**config.mk**
```make
export PLATFORM = sky130hd
export DESIGN_NAME = ps2_scancode_rx
export DESIGN_NICKNAME = d
export VERILOG_FILES = /design/src/rtl/ps2_pkg.sv /design/src/rtl/ps2_clk_filter.sv /design/src/rtl/ps2_scancode_rx.sv
export SDC_FILE = /design/constraint.sdc
export NUM_CORES = 1
export LEC_CHECK = 0
export ABC_CLOCK_PERIOD_IN_PS = 5800
export CAP_MARGIN = 15
export CORE_MARGIN = 2
export CORE_UTILIZATION = 30
export DETAILED_ROUTE_END_ITERATION = 8
export MAX_ROUTING_LAYER = met4
export SYNTH_ARGS = -nofsm -noshare
export SYNTH_HDL_FRONTEND = slang
export SYNTH_HIERARCHICAL = 1
export SYNTH_SLANG_ARGS = --single-unit
export TNS_END_PERCENT = 10
```
**constraint.sdc**
```tcl
create_clock -name clk_sys -period 5.8 [get_ports clk_sys]
set_input_delay 1.16 -clock clk_sys [delete_from_list [all_inputs] [get_ports clk_sys]]
set_output_delay 1.16 -clock clk_sys [all_outputs]
set_load 0.01 [all_outputs]
```
**src/rtl/ps2_pkg.sv**
```systemverilog
// Shared PS/2 definitions: protocol byte values, pause-sequence length,
// frame FSM state encoding and a classifier for keyboard housekeeping bytes.
package ps2_pkg;

  localparam logic [7:0] PS2_EXT    = 8'hE0;
  localparam logic [7:0] PS2_BREAK  = 8'hF0;
  localparam logic [7:0] PS2_PAUSE  = 8'hE1;
  localparam logic [7:0] PS2_BAT    = 8'hAA;
  localparam logic [7:0] PS2_ACK    = 8'hFA;
  localparam logic [7:0] PS2_RESEND = 8'hFE;
  localparam logic [7:0] PS2_ECHO   = 8'hEE;
  localparam logic [7:0] PS2_ERR0   = 8'h00;
  localparam logic [7:0] PS2_ERR1   = 8'hFF;

  // Bytes that follow E1 in the pause make sequence (14 77 E1 F0 14 F0 77).
  localparam int PAUSE_TAIL = 7;

  typedef enum logic [1:0] {
    ST_IDLE,
    ST_DATA,
    ST_PARITY,
    ST_STOP
  } frame_st_e;

  // Self-test, ack, resend, echo and error bytes carry no key information.
  function automatic logic is_housekeeping(input logic [7:0] b);
    return (b == PS2_BAT)    || (b == PS2_ACK)  || (b == PS2_RESEND) ||
           (b == PS2_ECHO)   || (b == PS2_ERR0) || (b == PS2_ERR1);
  endfunction

endpackage

```
**src/rtl/ps2_clk_filter.sv**
```systemverilog
// PS/2 input conditioning: 2-FF synchronisers on clock and data, a
// glitch filter on the clock and a one-cycle pulse on each filtered
// falling edge.
// Ports:
//   clk_sys, reset      system clock, synchronous active-high reset
//   ps2_clk, ps2_data   raw asynchronous pins
//   data_sync           synchronised data, valid to capture on sample_evt
//   sample_evt          one-cycle pulse, cycle after filtered clock fell
module ps2_clk_filter #(
  parameter int FILTER_LEN = 8
) (
  input  logic clk_sys,
  input  logic reset,
  input  logic ps2_clk,
  input  logic ps2_data,
  output logic data_sync,
  output logic sample_evt
);

  localparam int CW = $clog2(FILTER_LEN + 1);

  logic [1:0]    clk_meta;
  logic [1:0]    data_meta;
  logic          clk_filt;
  logic [CW-1:0] run_cnt;

  assign data_sync = data_meta[1];

  always_ff @(posedge clk_sys) begin
    if (reset) begin
      clk_meta   <= 2'b11;
      data_meta  <= 2'b11;
      clk_filt   <= 1'b1;
      run_cnt    <= '0;
      sample_evt <= 1'b0;
    end else begin
      clk_meta   <= {clk_meta[0], ps2_clk};
      data_meta  <= {data_meta[0], ps2_data};
      sample_evt <= 1'b0;
      // run_cnt counts consecutive samples disagreeing with clk_filt; any
      // agreeing sample restarts the run, so short glitches are swallowed.
      if (clk_meta[1] == clk_filt) begin
        run_cnt <= '0;
      end else if (run_cnt == CW'(FILTER_LEN - 1)) begin
        clk_filt   <= ~clk_filt;
        run_cnt    <= '0;
        sample_evt <= clk_filt;
      end else begin
        run_cnt <= run_cnt + 1'b1;
      end
    end
  end

endmodule

```
**src/rtl/ps2_scancode_rx.sv**
```systemverilog
// PS/2 keyboard receiver: frames the serial stream, checks start/parity/
// stop, tracks E0/F0 prefixes, swallows the E1 pause sequence and
// housekeeping bytes, and emits make/break events for the matrix decoder.
// Ports:
//   clk_sys, reset      system clock, synchronous active-high reset
//   ps2_clk, ps2_data   raw PS/2 pins
//   key_strobe          one-cycle pulse per make/break event
//   key_pressed         1 = make, 0 = break (held until next strobe)
//   key_extended        event was E0-prefixed (held)
//   key_code            scan code without prefixes (held)
//   frame_err           one-cycle pulse on start/parity/stop error or timeout
module ps2_scancode_rx
  import ps2_pkg::*;
#(
  parameter int FILTER_LEN = 8,
  parameter int TIMEOUT    = 50000
) (
  input  logic       clk_sys,
  input  logic       reset,
  input  logic       ps2_clk,
  input  logic       ps2_data,
  output logic       key_strobe,
  output logic       key_pressed,
  output logic       key_extended,
  output logic [7:0] key_code,
  output logic       frame_err
);

  localparam int TW = $clog2(TIMEOUT);

  logic          data_sync;
  logic          sample_evt;

  frame_st_e     state;
  logic [2:0]    bit_cnt;
  logic [7:0]    shreg;
  logic          par_bit;
  logic [TW-1:0] to_cnt;
  logic          byte_vld;
  logic [7:0]    rx_byte;

  logic          ext_flag;
  logic          brk_flag;
  logic [2:0]    skip_cnt;

  ps2_clk_filter #(.FILTER_LEN(FILTER_LEN)) u_filt (
    .clk_sys    (clk_sys),
    .reset      (reset),
    .ps2_clk    (ps2_clk),
    .ps2_data   (ps2_data),
    .data_sync  (data_sync),
    .sample_evt (sample_evt)
  );

  // Frame FSM with timeout. A sample event always takes priority over the
  // timeout so a bit arriving on the last allowed cycle is still accepted.
  always_ff @(posedge clk_sys) begin
    if (reset) begin
      state     <= ST_IDLE;
      bit_cnt   <= '0;
      shreg     <= '0;
      par_bit   <= 1'b0;
      to_cnt    <= '0;
      byte_vld  <= 1'b0;
      rx_byte   <= '0;
      frame_err <= 1'b0;
    end else begin
      byte_vld  <= 1'b0;
      frame_err <= 1'b0;
      if (sample_evt) begin
        to_cnt <= '0;
        case (state)
          ST_IDLE: begin
            if (!data_sync) begin
              state   <= ST_DATA;
              bit_cnt <= '0;
            end
          end
          ST_DATA: begin
            shreg   <= {data_sync, shreg[7:1]};
            bit_cnt <= bit_cnt + 1'b1;
            if (bit_cnt == 3'd7) state <= ST_PARITY;
          end
          ST_PARITY: begin
            par_bit <= data_sync;
            state   <= ST_STOP;
          end
          ST_STOP: begin
            if (data_sync && (^{shreg, par_bit})) begin
              byte_vld <= 1'b1;
              rx_byte  <= shreg;
            end else begin
              frame_err <= 1'b1;
            end
            state <= ST_IDLE;
          end
          default: state <= ST_IDLE;
        endcase
      end else if (state != ST_IDLE) begin
        if (to_cnt == TW'(TIMEOUT - 1)) begin
          state     <= ST_IDLE;
          to_cnt    <= '0;
          frame_err <= 1'b1;
        end else begin
          to_cnt <= to_cnt + 1'b1;
        end
      end
    end
  end

  // Byte decode, one cycle behind byte_vld. frame_err and byte_vld are
  // mutually exclusive, so an error simply drops any pending prefix.
  always_ff @(posedge clk_sys) begin
    if (reset) begin
      key_strobe   <= 1'b0;
      key_pressed  <= 1'b0;
      key_extended <= 1'b0;
      key_code     <= 8'h00;
      ext_flag     <= 1'b0;
      brk_flag     <= 1'b0;
      skip_cnt     <= '0;
    end else begin
      key_strobe <= 1'b0;
      if (frame_err) begin
        ext_flag <= 1'b0;
        brk_flag <= 1'b0;
      end else if (byte_vld) begin
        if (skip_cnt != '0) begin
          skip_cnt <= skip_cnt - 1'b1;
        end else if (rx_byte == PS2_PAUSE) begin
          skip_cnt <= 3'(PAUSE_TAIL);
        end else if (rx_byte == PS2_EXT) begin
          ext_flag <= 1'b1;
        end else if (rx_byte == PS2_BREAK) begin
          brk_flag <= 1'b1;
        end else if (!is_housekeeping(rx_byte)) begin
          key_code     <= rx_byte;
          key_pressed  <= ~brk_flag;
          key_extended <= ext_flag;
          key_strobe   <= 1'b1;
          ext_flag     <= 1'b0;
          brk_flag     <= 1'b0;
        end
      end
    end
  end

endmodule

```
==> out/qor.yml <==
run_status:
  outcome: "finished, final reports clean"
setup_path:
  required_ps: 4640
  cp-end-kind: "primary output"
  path_cells: "clkdlybuf4s50_1"
  critPathLaunchType: "flop"
  critical_path_buf_inv_count: 1
  slowest_delay_ps: 570
  cp_slowest_cell: "clkdlybuf4s50_1"
  cp.arrival_ps: 1320
  cp_top_family: "buffers and inverters"
  worst-path-max-fanout: 5
  path_class: "flop to primary output"
logic_synthesis:
  synth_edf_count: 0
  ys_ff_latch: 66
  syn_inst: 325
  ys.flop_type: "dfxtp_1"
  synth_area_per_cell_um2: 9.20
  seq_area_frac_synth_pct: 44.2
  synth.distinct_cells: 45
  syn_nets: 339
  synthArstFlopShare_pct: 0
  yosysWarnings: 6
  netlist_area_um2: 2990
timing:
  fmax_mhz: 403
  hold_ws_ps: 409
  tightest_slew_ps: 905
  fin_crit_ps: 2480
  final.period_utilization_pct: 42.8
  hold_violations: 0
  final_max_slew_viol_count: 0
  relSlewSlack_pct: 39.7
  finalSetupViolCount: 0
  rsz0062_at_grt: "false"
  totalNegativeSetupSlack_ps: 0
  skew_ps: 9.35
drt:
  finalWirelength_um: 5280
  vias_per_cell: 4.56
  num_vias: 2164
  drtAntennaViolNets: 0
  wl_per_cell_um: 11.1
  first_pass_iters: 4
  drt_iter0_markers: 108
  drc: 0
power:
  power_density_nw_per_um2: 241
  p_leak_nw: 1.30
  power_uw: 826
  ir_worst_vdd_mv: 0.0862
place:
  io_buffers: 15
  placed_cell_area_um2: 3240
  hpwl_um: 3600
  place.gp.congestion: 0.759
grt:
  antenna_found_initial: 0
  grt_max_degree: 59
  grt_use_total_pct: 10.9
  grtUsageMet3_pct: 3.07
  grtUsageMet2_pct: 17.2
  overflow: 0
  top_usage_layer: "met2"
  first_global_vias: 2136
  met1_usage_pct: 13.0
  grt_pass1_wl_um: 9480
layout:
  mostFrequentLayoutCells: "dfxtp_1, nor2_1, nand2_1, nand2b_1, mux2i_1"
  final_common_cell: "dfxtp_1"
  stdcell_area_um2: 3430
  areaGrowthSynthToFinish_pct: 14.7
  fill_cells: 1005
  fin_util_pct: 35.3
  drive_gt1_share_pct: 8.77
  diodes: 0
  nets: 351
clock_network:
  clk_pin_slew_ps: 80
  cts_root_buffer: "clkbuf_8"
  cts_tree: "yes"
  clkLatencyLatePin_ps: 340
  postCtsHoldBufs: 0
  cts_max_path_buffers: 2
  cts_resized: 0
  cts_made_buffers: 9
  cts.htree.levels: 3
  clkSinkCount: 66
  cts_setup_buffers: 0
floorplan:
  core_um2: 9730
  die_h_um: 104
  ios: 16
  rows: 36
  start_util_pct: 30.7
  fp.dieW_um: 104
  dieArea_um2: 10800
flow_run:
  max_cap_viol_count: 0
min_path:
  worst_hold_path_type: "flop to flop"
==> state kept, by name, summed over array words and instances (netlist names), 2 cells and up <==
signal	flops
to_cnt	16
skip_cnt	3
rx_byte	8
bit_cnt	3
u_filt/data_meta	2
key_code	8
shreg	8
state	2
u_filt/run_cnt	4
u_filt/clk_meta	2
==> routing by layer <==
| metal | up-vias | share of wire [%] |
|---|---|---|
| met3 | 11 | 3.0 |
| li1 | 1138 | - |
| met1 | 983 | 51 |
| met2 | 32 | 44 |
| met4 | 0 | 2.6 |
| met5 | - | 0 |
==> cells in the mapped netlist, types with 2 or more instances <==
| master | number | area [um2] |
|---|---|---|
| dfxtp_1 | 66 | 1320 |
| nor2_1 | 48 | 180 |
| nand2_1 | 25 | 93.8 |
| nand2b_1 | 22 | 138 |
| mux2i_1 | 19 | 190 |
| nand3_1 | 14 | 70.1 |
| xor2_1 | 14 | 123 |
| a21oi_1 | 13 | 65.1 |
| clkbuf_1 | 10 | 37.5 |
| ha_1 | 10 | 125 |
| inv_1 | 9 | 33.8 |
| xnor2_1 | 9 | 78.8 |
| nand4_1 | 6 | 37.5 |
| or2_2 | 6 | 37.5 |
| nor4_1 | 5 | 31.3 |
| or4_1 | 4 | 30.0 |
| a311oi_1 | 3 | 26.3 |
| and4b_1 | 3 | 30.0 |
| mux2_2 | 3 | 33.8 |
| nand3b_1 | 3 | 22.5 |
| nor2b_1 | 3 | 18.8 |
| o21ai_0 | 3 | 15.0 |
| a211oi_1 | 2 | 15.0 |
| a32oi_1 | 2 | 17.5 |
| buf_2 | 2 | 10.0 |
| nor4b_1 | 2 | 17.5 |
==> worst paths after layout <==
check | startpoint | endpoint | slack, ps | cells after the start
worst max-delay path | frame_err | frame_err | 3320 | 1
worst min register to register | u_filt/clk_meta[0] | u_filt/clk_meta[1] | 410 | 1
worst max register to register | rx_byte[0] | key_code[1] | 3730 | 5
worst min-delay path | u_filt/clk_meta[0] | u_filt/clk_meta[1] | 410 | 1
==> per-stage QoR <==
stage	worst slack [ps]	instances
final	3320	475
after global routing	3260	475
after CTS	3290	475
after floorplan	3970	325
after detailed placement	3170	459
after global placement	3200	459
==> cells by family after synthesis <==
logic type,synth area share [%]
AND/OR/NAND/NOR,25.6
multiplexers,8.24
XOR/XNOR,8.28
AO/OA/AOI/OAI,6.40
flip-flops,44.2
adder cells (fa/ha/maj),4.18
buffers and inverters,3.09
==> area by class of cell <==
cell class / count / area, um2 / area share (%)
flip-flops and latches: 66 / 1320 / 38.5
clock buffers: 10 / 138 / 4.01
repair buffers: 15 / 145 / 4.23
clock inverters: 6 / 48.8 / 1.42
multi-input cells: 236 / 1580 / 46.0
well taps: 133 / 166 / 4.85
inverters: 9 / 33.8 / 0.985
==> report_power, final <==
| part | switching [mW] | internal, mW |
|---|---|---|
| Clock | 0.186 | 0.170 |
| Combinational | 0.00815 | 0.00528 |
| Sequential | 0.00127 | 0.455 |
| Total | 0.196 | 0.630 |
Note: power is estimated with default switching activity, not from simulation.
